--- src/rtl/ps2_mouse_packet_ctrl_pkg.sv ---
// Shared constants for the PS/2 mouse packet controller: command/response
// bytes, FSM state encoding and the init-sequence length.
// Build option: PS2_MOUSE_WHEEL_EN selects the IntelliMouse unlock sequence
// and 4-byte packets.
package ps2_mouse_pkg;

  localparam logic [7:0] CMD_ENABLE  = 8'hF4;
  localparam logic [7:0] CMD_SETRATE = 8'hF3;
  localparam logic [7:0] RSP_ACK     = 8'hFA;
  localparam logic [7:0] RSP_RESEND  = 8'hFE;
  localparam logic [7:0] RSP_ERR     = 8'hFC;

  localparam logic [2:0] ST_IDLE     = 3'd0;
  localparam logic [2:0] ST_SEND_CMD = 3'd1;
  localparam logic [2:0] ST_WAIT_ACK = 3'd2;
  localparam logic [2:0] ST_RX_B0    = 3'd3;
  localparam logic [2:0] ST_RX_B1    = 3'd4;
  localparam logic [2:0] ST_RX_B2    = 3'd5;
  localparam logic [2:0] ST_RX_B3    = 3'd6;

`ifdef PS2_MOUSE_WHEEL_EN
  // Sample-rate arguments of the 200/100/80 unlock knock
  localparam logic [7:0] RATE_200   = 8'hC8;
  localparam logic [7:0] RATE_100   = 8'h64;
  localparam logic [7:0] RATE_80    = 8'h50;
  localparam int         SEQ_LEN    = 7;
  localparam logic [2:0] ST_RX_LAST = ST_RX_B3;
`else
  localparam int         SEQ_LEN    = 1;
  localparam logic [2:0] ST_RX_LAST = ST_RX_B2;
`endif

  localparam logic [2:0] SEQ_LAST = 3'(SEQ_LEN - 1);

endpackage

--- src/rtl/ps2_mouse_packet_ctrl_if.sv ---
// Byte-level link between the packet controller (master) and the PS/2
// TX/RX engines (slave).
interface ps2_mouse_packet_ctrl_if;

  logic       tx_trig;
  logic [7:0] tx_data;
  logic       tx_done;
  logic       rx_en;
  logic       rx_valid;
  logic [7:0] rx_data;

  modport master (
    output tx_trig, tx_data, rx_en,
    input  tx_done, rx_valid, rx_data
  );

  modport slave (
    input  tx_trig, tx_data, rx_en,
    output tx_done, rx_valid, rx_data
  );

endinterface

--- src/rtl/ps2_mouse_packet_ctrl_pos_accum.sv ---
// Saturating absolute-position accumulator. Adds (or, with SUB=1, subtracts)
// a 9-bit signed delta and pins the result to 0..MAX; the arithmetic is done
// two bits wider than the register so it can never wrap.
module ps2_pos_accum #(
  parameter int W   = 10,
  parameter int MAX = 639,
  parameter bit SUB = 1'b0
) (
  input  logic         clk,
  input  logic         rst,
  input  logic         en,
  input  logic [8:0]   delta,
  output logic [W-1:0] pos
);

  localparam int SW = W + 2;
  localparam logic signed [SW-1:0] MAX_S = SW'(MAX);

  logic signed [SW-1:0] d_ext;
  logic signed [SW-1:0] cur;
  logic signed [SW-1:0] sum;
  logic [W-1:0]         pos_n;

  // Widened add/subtract followed by clamp to the legal range
  always_comb begin
    d_ext = {{(SW-9){delta[8]}}, delta};
    cur   = {2'b00, pos};
    sum   = SUB ? (cur - d_ext) : (cur + d_ext);
    if (sum[SW-1])
      pos_n = '0;
    else if (sum > MAX_S)
      pos_n = W'(MAX);
    else
      pos_n = sum[W-1:0];
  end

  // Position register, starts at mid-range
  always_ff @(posedge clk) begin
    if (rst)
      pos <= W'(MAX / 2);
    else if (en)
      pos <= pos_n;
  end

endmodule

--- src/rtl/ps2_mouse_packet_ctrl.sv ---
// PS/2 mouse host controller: sends the enable (and optionally the wheel
// unlock) command sequence, checks each ACK with retry/timeout, then
// assembles streamed movement packets into buttons, deltas and a saturating
// absolute position.
// Build option: PS2_MOUSE_WHEEL_EN adds the unlock sequence, RX_B3 and dz.
//
// state       | meaning
// ------------+------------------------------------------------------
// ST_IDLE     | waiting for start; stays here forever once err_init set
// ST_SEND_CMD | tx_trig held, current init command on tx_data
// ST_WAIT_ACK | expecting FA; other byte or timeout costs one retry
// ST_RX_B0    | waiting for a status byte with bit3 set (resync)
// ST_RX_B1    | waiting for the X byte
// ST_RX_B2    | waiting for the Y byte
// ST_RX_B3    | waiting for the Z byte (wheel build only)
module ps2_mouse_packet_ctrl
  import ps2_mouse_pkg::*;
#(
  parameter int POS_W     = 10,
  parameter int X_MAX     = 639,
  parameter int Y_MAX     = 479,
  parameter int ACK_TO    = 65535,
  parameter int MAX_RETRY = 3
) (
  input  logic                    clk,
  input  logic                    rst,
  input  logic                    start,
  ps2_mouse_packet_ctrl_if.master bus,
  output logic                    pkt_valid,
  output logic [2:0]              buttons,
  output logic [8:0]              dx,
  output logic [8:0]              dy,
`ifdef PS2_MOUSE_WHEEL_EN
  output logic [3:0]              dz,
`endif
  output logic [POS_W-1:0]        pos_x,
  output logic [POS_W-1:0]        pos_y,
  output logic                    streaming,
  output logic                    err_init,
  output logic                    err_sync
);

  localparam int TMR_W = $clog2(ACK_TO + 1);
  localparam int RTY_W = $clog2(MAX_RETRY + 1);
  localparam logic [TMR_W-1:0] TMR_LOAD = TMR_W'(ACK_TO - 1);
  localparam logic [RTY_W-1:0] RTY_MAX  = RTY_W'(MAX_RETRY);

  logic [2:0]       state;
  logic [2:0]       cmd_idx;
  logic [RTY_W-1:0] retry;
  logic [TMR_W-1:0] tmr;

  // Status-byte fields kept until the packet completes
  logic [2:0]       b0_btn;
  logic             b0_xs;
  logic             b0_ys;
  logic             b0_ovf;
  logic [7:0]       b1_q;
`ifdef PS2_MOUSE_WHEEL_EN
  logic [7:0]       b2_q;
`endif

  logic [7:0]       rom_cmd;
  logic             ack_ok;
  logic             wait_fail;
  logic             pkt_done;
  logic             pkt_good;
  logic [8:0]       dx_n;
  logic [8:0]       dy_n;

  // Init command ROM indexed by the sequence position
  always_comb begin
`ifdef PS2_MOUSE_WHEEL_EN
    case (cmd_idx)
      3'd0:    rom_cmd = CMD_SETRATE;
      3'd1:    rom_cmd = RATE_200;
      3'd2:    rom_cmd = CMD_SETRATE;
      3'd3:    rom_cmd = RATE_100;
      3'd4:    rom_cmd = CMD_SETRATE;
      3'd5:    rom_cmd = RATE_80;
      default: rom_cmd = CMD_ENABLE;
    endcase
`else
    rom_cmd = CMD_ENABLE;
`endif
  end

  // Handshake decode and the deltas of the packet being completed
  always_comb begin
    ack_ok    = (state == ST_WAIT_ACK) && bus.rx_valid && (bus.rx_data == RSP_ACK);
    wait_fail = (state == ST_WAIT_ACK) &&
                ((bus.rx_valid && (bus.rx_data != RSP_ACK)) ||
                 (!bus.rx_valid && (tmr == '0)));
    pkt_done  = (state == ST_RX_LAST) && bus.rx_valid;
    pkt_good  = pkt_done && !b0_ovf;
    dx_n      = {b0_xs, b1_q};
`ifdef PS2_MOUSE_WHEEL_EN
    dy_n      = {b0_ys, b2_q};
`else
    dy_n      = {b0_ys, bus.rx_data};
`endif
  end

  // tx_trig/rx_en follow the state directly so a reset drops them at once
  assign bus.tx_trig = (state == ST_SEND_CMD);
  assign bus.tx_data = (state == ST_SEND_CMD) ? rom_cmd : 8'h00;
  assign bus.rx_en   = (state == ST_WAIT_ACK) || (state == ST_RX_B0) ||
                       (state == ST_RX_B1) || (state == ST_RX_B2) ||
                       (state == ST_RX_B3);
  assign streaming   = (state == ST_RX_B0) || (state == ST_RX_B1) ||
                       (state == ST_RX_B2) || (state == ST_RX_B3);

  // Sequencing FSM, ACK timer, retry counter and packet capture
  always_ff @(posedge clk) begin
    if (rst) begin
      state     <= ST_IDLE;
      cmd_idx   <= '0;
      retry     <= '0;
      tmr       <= '0;
      err_init  <= 1'b0;
      err_sync  <= 1'b0;
      pkt_valid <= 1'b0;
      buttons   <= '0;
      dx        <= '0;
      dy        <= '0;
`ifdef PS2_MOUSE_WHEEL_EN
      dz        <= '0;
      b2_q      <= '0;
`endif
      b0_btn    <= '0;
      b0_xs     <= 1'b0;
      b0_ys     <= 1'b0;
      b0_ovf    <= 1'b0;
      b1_q      <= '0;
    end else begin
      pkt_valid <= 1'b0;
      err_sync  <= 1'b0;
      case (state)
        ST_IDLE: begin
          if (start && !err_init) begin
            state   <= ST_SEND_CMD;
            cmd_idx <= '0;
            retry   <= '0;
          end
        end
        ST_SEND_CMD: begin
          if (bus.tx_done) begin
            state <= ST_WAIT_ACK;
            tmr   <= TMR_LOAD;
          end
        end
        ST_WAIT_ACK: begin
          if (ack_ok) begin
            retry <= '0;
            if (cmd_idx == SEQ_LAST) begin
              state <= ST_RX_B0;
            end else begin
              cmd_idx <= cmd_idx + 3'd1;
              state   <= ST_SEND_CMD;
            end
          end else if (wait_fail) begin
            if (retry == RTY_MAX) begin
              err_init <= 1'b1;
              state    <= ST_IDLE;
            end else begin
              retry <= retry + 1'b1;
              state <= ST_SEND_CMD;
            end
          end else begin
            tmr <= tmr - 1'b1;
          end
        end
        ST_RX_B0: begin
          if (bus.rx_valid) begin
            if (bus.rx_data[3]) begin
              b0_btn <= bus.rx_data[2:0];
              b0_xs  <= bus.rx_data[4];
              b0_ys  <= bus.rx_data[5];
              b0_ovf <= bus.rx_data[6] | bus.rx_data[7];
              state  <= ST_RX_B1;
            end else begin
              err_sync <= 1'b1;
            end
          end
        end
        ST_RX_B1: begin
          if (bus.rx_valid) begin
            b1_q  <= bus.rx_data;
            state <= ST_RX_B2;
          end
        end
`ifdef PS2_MOUSE_WHEEL_EN
        ST_RX_B2: begin
          if (bus.rx_valid) begin
            b2_q  <= bus.rx_data;
            state <= ST_RX_B3;
          end
        end
        ST_RX_B3: begin
          if (bus.rx_valid)
            state <= ST_RX_B0;
        end
`else
        ST_RX_B2: begin
          if (bus.rx_valid)
            state <= ST_RX_B0;
        end
`endif
        default: state <= ST_IDLE;
      endcase

      if (pkt_done) begin
        if (b0_ovf) begin
          err_sync <= 1'b1;
        end else begin
          pkt_valid <= 1'b1;
          buttons   <= b0_btn;
          dx        <= dx_n;
          dy        <= dy_n;
`ifdef PS2_MOUSE_WHEEL_EN
          dz        <= bus.rx_data[3:0];
`endif
        end
      end
    end
  end

  ps2_pos_accum #(.W(POS_W), .MAX(X_MAX), .SUB(1'b0)) u_acc_x (
    .clk   (clk),
    .rst   (rst),
    .en    (pkt_good),
    .delta (dx_n),
    .pos   (pos_x)
  );

  // Screen Y grows downward while mouse +dy means up
  ps2_pos_accum #(.W(POS_W), .MAX(Y_MAX), .SUB(1'b1)) u_acc_y (
    .clk   (clk),
    .rst   (rst),
    .en    (pkt_good),
    .delta (dy_n),
    .pos   (pos_y)
  );

endmodule

--- src/flat_wrapper.sv ---
// flat-port wrapper written by rule: the top's interface ports become plain ports
module ps2_mouse_packet_ctrl_flat import ps2_mouse_pkg::*;
#(
  parameter int POS_W     = 10,
  parameter int X_MAX     = 639,
  parameter int Y_MAX     = 479,
  parameter int ACK_TO    = 65535,
  parameter int MAX_RETRY = 3
)
  (clk, rst, start, pkt_valid, buttons, dx, dy, pos_x, pos_y, streaming, err_init, err_sync, bus_tx_trig, bus_tx_data, bus_rx_en, bus_tx_done, bus_rx_valid, bus_rx_data);
  ps2_mouse_packet_ctrl_if bus_i ();
  input  logic clk;
  input  logic rst;
  input  logic start;
  output logic pkt_valid;
  output logic [2:0] buttons;
  output logic [8:0] dx;
  output logic [8:0] dy;
  output logic [POS_W-1:0] pos_x;
  output logic [POS_W-1:0] pos_y;
  output logic streaming;
  output logic err_init;
  output logic err_sync;
  output wire logic [$bits(bus_i.tx_trig)-1:0] bus_tx_trig;
  output wire logic [$bits(bus_i.tx_data)-1:0] bus_tx_data;
  output wire logic [$bits(bus_i.rx_en)-1:0] bus_rx_en;
  input wire logic [$bits(bus_i.tx_done)-1:0] bus_tx_done;
  input wire logic [$bits(bus_i.rx_valid)-1:0] bus_rx_valid;
  input wire logic [$bits(bus_i.rx_data)-1:0] bus_rx_data;
  assign bus_tx_trig = bus_i.tx_trig;
  assign bus_tx_data = bus_i.tx_data;
  assign bus_rx_en = bus_i.rx_en;
  assign bus_i.tx_done = bus_tx_done;
  assign bus_i.rx_valid = bus_rx_valid;
  assign bus_i.rx_data = bus_rx_data;
  ps2_mouse_packet_ctrl #(.POS_W(POS_W), .X_MAX(X_MAX), .Y_MAX(Y_MAX), .ACK_TO(ACK_TO), .MAX_RETRY(MAX_RETRY)) u_core (.clk(clk), .rst(rst), .start(start), .bus(bus_i), .pkt_valid(pkt_valid), .buttons(buttons), .dx(dx), .dy(dy), .pos_x(pos_x), .pos_y(pos_y), .streaming(streaming), .err_init(err_init), .err_sync(err_sync));
endmodule
--- config.mk ---
export PLATFORM = sky130hd
export DESIGN_NAME = ps2_mouse_packet_ctrl_flat
export DESIGN_NICKNAME = d
export VERILOG_FILES = /design/src/rtl/ps2_mouse_packet_ctrl_pkg.sv /design/src/rtl/ps2_mouse_packet_ctrl_if.sv /design/src/rtl/ps2_mouse_packet_ctrl_pos_accum.sv /design/src/rtl/ps2_mouse_packet_ctrl.sv /design/src/flat_wrapper.sv
export SDC_FILE = /design/constraint.sdc
export NUM_CORES = 1
export LEC_CHECK = 0
export CAP_MARGIN = 0
export CORE_ASPECT_RATIO = 0.75
export CORE_MARGIN = 1.5
export CORE_UTILIZATION = 50
export CTS_CLUSTER_SIZE = 28
export DETAILED_ROUTE_END_ITERATION = 8
export PLACE_DENSITY = 0.83
export SYNTH_ARGS = -nofsm -noshare
export SYNTH_HDL_FRONTEND = slang
export SYNTH_HIERARCHICAL = 1
export SYNTH_SLANG_ARGS = --single-unit
--- constraint.sdc ---
create_clock -name clk -period 2.26 [get_ports clk]
set_input_delay 0.226 -clock clk [delete_from_list [all_inputs] [get_ports clk]]
set_output_delay 0.226 -clock clk [all_outputs]
set_load 0.02 [all_outputs]
* Yosys cells after proc, flatten, opt, wreduce, memory -nomap -nowiden
Cells that the tools add are included.
** Storage, ports and cells
- Flip-flop bits (word level) :: 82
- Bits of input ports :: 13
- Output and inout port bits :: 55
** Cells by class
- Reductions and logical operators :: 33
- Magnitude comparators :: 2
- Bitwise gates (word level) :: 4
- Mux-type cells :: 35
- Add/sub/neg operators :: 5
- Equal/unequal tests :: 21
** Operators with widths (count)
- two-way mux 16 bit :: 3
- two-way mux 10 bit :: 4
- two-way mux 3 bit :: 11
- case mux 16 bit (2 select lines) :: 1
- case mux 3 bit (6 select lines) :: 1
- zero test 16 bit :: 1
- AND reduction 4 bit :: 4
- subtractor 16 x 1 -> 16 bit (second input constant) :: 1
- inequality test 2 bit (second input constant) :: 7
- adder 11 x 9 -> 12 bit :: 1
- > comparator 12 x 10 -> 1 bit (second input constant) :: 1
- > comparator 12 x 11 -> 1 bit (second input constant) :: 1
- subtractor 11 x 9 -> 12 bit :: 1
- two-way mux 2 bit :: 5
- == test 3 bit (second input constant) :: 3
- == test 8 bit (second input constant) :: 1
- logical AND 1 bit :: 8
- logical OR 1 bit :: 8
- two-way mux 8 bit :: 1
- inequality test 8 bit (second input constant) :: 1
- two-way mux 1 bit :: 7
- AND reduction 7 bit :: 1
- == test 3 x 2 -> 1 bit (second input constant) :: 2
- zero test 3 bit :: 2
- 16 further kinds :: 24

* Depth between registers and ports, before layout
- Depth in word-level cells :: 7
- Gate-level depth with buffers :: 11
- Gate-level depth less buffers :: 10

* Modules after synthesis
The synthesis kept the hierarchy.
** By module, submodules not included
- ps2_mouse_packet_ctrl :: cells an instance 356, times used 1, seq. area each 1241.2 µm², area an instance 2991.6 µm²
- ps2_pos_accum at u_core.u_acc_y :: cells an instance 134, times used 1, seq. area each 200.2 µm², area an instance 1059.8 µm²
- ps2_pos_accum at u_core.u_acc_x :: cells an instance 129, times used 1, seq. area each 200.2 µm², area an instance 1037.2 µm²

* Worst setup path before layout
No wires, ideal clock.
- Path type :: input-to-reg
- Start point :: input port bus_rx_valid
- End point :: register u_core.u_acc_x.pos[5]
- Stages :: 10
- Data required time :: 2119 ps
- Slack :: -195 ps
- Data arrival time :: 2314 ps
- Buffers on the path :: 3
- Path through :: buf_2 > nand2_1 > or3_1 > clkbuf_1 > inv_1 > clkbuf_1 > clkinv_1 > a21o_1 > nor2_1 > a31oi_1
** Between the ends
- Longest elaborated chain between the ends :: 2
** RTL lines
- start: declaration :: line flat_wrapper.sv:28 : input wire logic [$bits(bus_i.rx_valid)-1:0] bus_rx_valid;
- logical AND 1 bit :: line ps2_mouse_packet_ctrl.sv:94 : pkt_done = (state == ST_RX_LAST) && bus.rx_valid;
- logical AND 1 bit :: line ps2_mouse_packet_ctrl.sv:95 : pkt_good = pkt_done && !b0_ovf;
- via u_core.pkt_good :: line ps2_mouse_packet_ctrl.sv:67 : logic pkt_good;
- end signal: assignment :: line ps2_mouse_packet_ctrl_pos_accum.sv:40 : pos <= W'(MAX / 2);
- end signal: assignment :: line ps2_mouse_packet_ctrl_pos_accum.sv:42 : pos <= pos_n;
- end: declaration :: line ps2_mouse_packet_ctrl_pos_accum.sv:13 : output logic [W-1:0] pos
The timed path passes the listed nets, and every way through them passes these cells.
A chain may end at the register's enable or synchronous reset.

* Worst setup path after layout
- Start point :: register u_core.u_acc_y.pos[0]
- End point :: register u_core.u_acc_y.pos[2]
** Between the ends
- Longest elaborated chain between the ends :: 4
** RTL lines
- start: declaration :: line ps2_mouse_packet_ctrl_pos_accum.sv:13
- start signal: assignment :: line ps2_mouse_packet_ctrl_pos_accum.sv:40
- start signal: assignment :: line ps2_mouse_packet_ctrl_pos_accum.sv:42
- subtractor 11 x 9 -> 12 bit (*) :: line ps2_mouse_packet_ctrl_pos_accum.sv:28 : sum = SUB ? (cur - d_ext) : (cur + d_ext);
- > comparator 12 x 10 -> 1 bit :: line ps2_mouse_packet_ctrl_pos_accum.sv:31 : else if (sum > MAX_S)
- two-way mux 10 bit :: line ps2_mouse_packet_ctrl_pos_accum.sv:31
- two-way mux 10 bit (*) :: line ps2_mouse_packet_ctrl_pos_accum.sv:29 : if (sum[SW-1])
Every way passes the cells marked *; elsewhere a longest branch is shown, timed or not.

==> flow_summary.ini <==
[outcome]
outcome = complete, but fails checks
violations = setup timing

[routing]
met2WireLength_um = 7810
via_per_inst = 6.23
post-route-drc-count = 0
drtAntennaViolNets = 0
dr.pass1.iters = 5
drtIter0Drc = 531
wl_per_cell_um = 18.5
dr_wl_met3_um = 1310
routed_wirelength_um = 16300
top_layer = met4
met1Wirelength_um = 6800
vias = 5489

[timing]
rsz0062_at_grt = yes
slew_headroom_pct = 49.9
setup_ws_ns = -0.0142
setup_tns_ns = -0.0216
tightest_slew_ns = 0.752
period_needed_ns = 2.27
finClkSkew_ns = 0.00599
fin_crit_sh_pct = 101
max_freq_ghz = 0.440
setup_viol_count_final = 2
whs_ns = 0.443
drv_slew = 0
finalHoldViolCount = 0

[clock_tree]
numCtsBuffers = 9
clkSinkCount = 82
clk_pin_slew_ns = 0.06
cts_buffer_depth = 2
cts_tree = yes
htree_levels = 3
cts_root_buf = clkbuf_16
hold_buffers = 0
clock_latency_ns = 0.34

[worst_setup_path]
cp-start-kind = flop
required_ns = 2.48
arrival_ns = 2.50
end_kind = flop
crit_top_cell = inv_2
cp_max_fo = 5
criticalPathCategory = reg -> reg
cp_slowest_stage_delay_ns = 0.36
path_cells = inv_2 -> ha_4 -> inv_2 -> fa_2 -> a211oi_4 -> o21ai_4 -> o31ai_4 -> xnor2_2 -> a211oi_2 -> a21oi_1
slowest_stage = fa_2

[grt]
grt_max_degree = 43
grt_overflow_total = 0
grt_first_pass_wirelength_um = 26100
grt_pass1_vias = 5302
track_usage_pct = 29.8
grt_antenna_before_repair = 0

[cells_and_area]
fin_cells = 881
n_antenna_cell = 0
syn_to_final_growth_pct = 37.8
drive_gt1_share_pct = 22.6
mostFrequentLayoutCell = buf_4
n_fill_cell = 723
layout.nets = 787
final_cell_mix = buf_4, dfxtp_1, nand2_1

[run]
cap_viol_max_count = 0

[logic_synthesis]
yosysWarnings = 6
synth_edf_count = 0
synthCells = 619
async_reset_ff_share_pct = 0
synth-main-ff-cell = dfxtp_1
yosysUniqueCellTypes = 81
syn-cell-area_um2 = 5090
ys_ff_latch = 82
syn_area_per_cell_um2 = 8.22
synth_seq_area_share_pct = 32.3

[floorplanning]
std_cell_rows = 31
die_y_um = 90.4
pin_count = 68
dieWidth_um = 119
core_area_um2 = 9770
die-area_um2 = 10800
initial_core_util_pct = 52.1

[power_and_ir_drop]
irDropWorstVdd_uv = 558
power_mw = 5.41
power_density_nw_per_um2 = 772
p_leak_nw = 2.65

[place]
dp.cells = 860
hpwl_um = 11500
io_buffers = 64
gp_routability_congestion = 0.986
dp_slack_ns = -0.434

[min_path]
min_path_type = in -> reg
flip-flops by register name (all words and copies together) (netlist names):
| signal | cells |
|---|---|
| u_core/tmr | 16 |
| u_core/u_acc_x/pos | 10 |
| u_core/u_acc_y/pos | 10 |
| u_core/dx | 9 |
| u_core/dy | 9 |
| u_core/b1_q | 8 |
| u_core/b0_btn | 3 |
| u_core/buttons | 3 |
| u_core/cmd_idx | 3 |
| u_core/state | 3 |
| u_core/retry | 2 |
| u_core/b0_ovf | 1 |
| u_core/b0_xs | 1 |
| u_core/b0_ys | 1 |
| u_core/err_init | 1 |
| u_core/err_sync | 1 |
| u_core/pkt_valid | 1 |
stage by stage:
step	utilization, %	instance area (um^2)
final	71.7	7010
after floorplan	-	5100
after CTS	69.2	6760
after global routing	71.7	7010
after global placement	65.2	6370
after detailed placement	65.2	6370
path summary, 6_finish.rpt:
kind                              start                    end  depth (start not counted)  slack (ns)
hold reg to reg            u_core/dx[1]           u_core/dx[1]                          2        0.46
setup / recovery  u_core/u_acc_y/pos[0]  u_core/u_acc_y/pos[2]                         10       -0.01
hold / removal                      rst         u_core/b1_q[5]                          2        0.44
setup reg to reg  u_core/u_acc_y/pos[0]  u_core/u_acc_y/pos[2]                         10       -0.01
layer usage:
| layer | global-route usage, % | vias to the layer above |
|---|---|---|
| met3 | 6.82 | 40 |
| li1 | - | 2524 |
| met5 | 0 | - |
| met2 | 50.2 | 281 |
| met1 | 37.1 | 2644 |
| met4 | 11.4 | 0 |
what timing repair did:
item | 4_1_cts | 5_1_grt
pin swaps | 3 | 15
gates resized for setup | 15 | 43
endpoints found under the setup margin | 17 | 33
setup buffers | 2 | 3
cloned | 0 | 1
worst max-delay path, delay by kind of cell, from the launching register on:
kind                       cells  cell delay [ns]
DFF                            1             0.32
AOI/OAI and AO/OA              5             1.06
adders and majority gates      2             0.49
buffers and inverters          2             0.09
xor gates and xnor gates       1             0.17
logic make-up after synthesis:
family                     count (synthesis)  share of synthesized area, %
AOI/OAI and AO/OA                        182                          24.5
xor gates and xnor gates                  15                          2.88
adders and majority gates                 29                          7.43
buffers and inverters                     67                          5.93
DFF                                       82                          32.3
muxes                                     16                          3.17
other                                      1                        0.0737
and+or+nand+nor                          227                          23.8
cell usage after synthesis, types with 3 or more instances:
master	count	area, um^2
nand2_1	66	248
nand4_1	5	31.3
mux2i_1	15	150
a21o_1	11	82.6
and3_1	3	18.8
nand3_1	8	40.0
nor4_1	3	18.8
or2_2	3	18.8
a31oi_1	21	131
or3_1	7	43.8
clkbuf_1	23	86.3
and2_1	6	37.5
nor2b_1	8	50.1
nand2b_1	12	75.1
xor2_1	4	35.0
o211ai_1	12	90.1
inv_1	26	97.6
nor2_1	50	188
buf_4	10	75.1
nand4b_1	3	26.3
ha_1	27	338
a21oi_1	55	275
nor3b_1	7	52.6
o21a_1	5	37.5
or4_1	10	75.1
dfxtp_1	82	1640
a211oi_1	10	75.1
buf_2	4	20.0
xnor2_1	9	78.8
o21ai_0	11	55.1
nor3_1	15	75.1
a311oi_1	12	105
o22ai_1	4	25.0
o31ai_1	10	75.1
power by group:
part / total [mW] / switching (mW) / internal (mW) / leakage [nW]
Sequential: 1.73 / 0.152 / 1.58 / 0.663
Combinational: 2.09 / 1.19 / 0.902 / 1.83
Clock: 1.59 / 0.597 / 0.989 / 0.158
Total: 5.41 / 1.94 / 3.47 / 2.65
layout make-up:
cell class                 instances  area (um^2)  share of cell area [%]
clock buffer                      10          239                    3.41
inverter                          27          104                    1.48
sequential                        82         1650                    23.5
tap                              132          165                    2.36
clock inverter                     5         78.8                    1.12
timing repair buffer             153         1360                    19.4
multi-input combinational        472         3420                    48.8
Note: power is estimated with default switching activity, not from simulation.
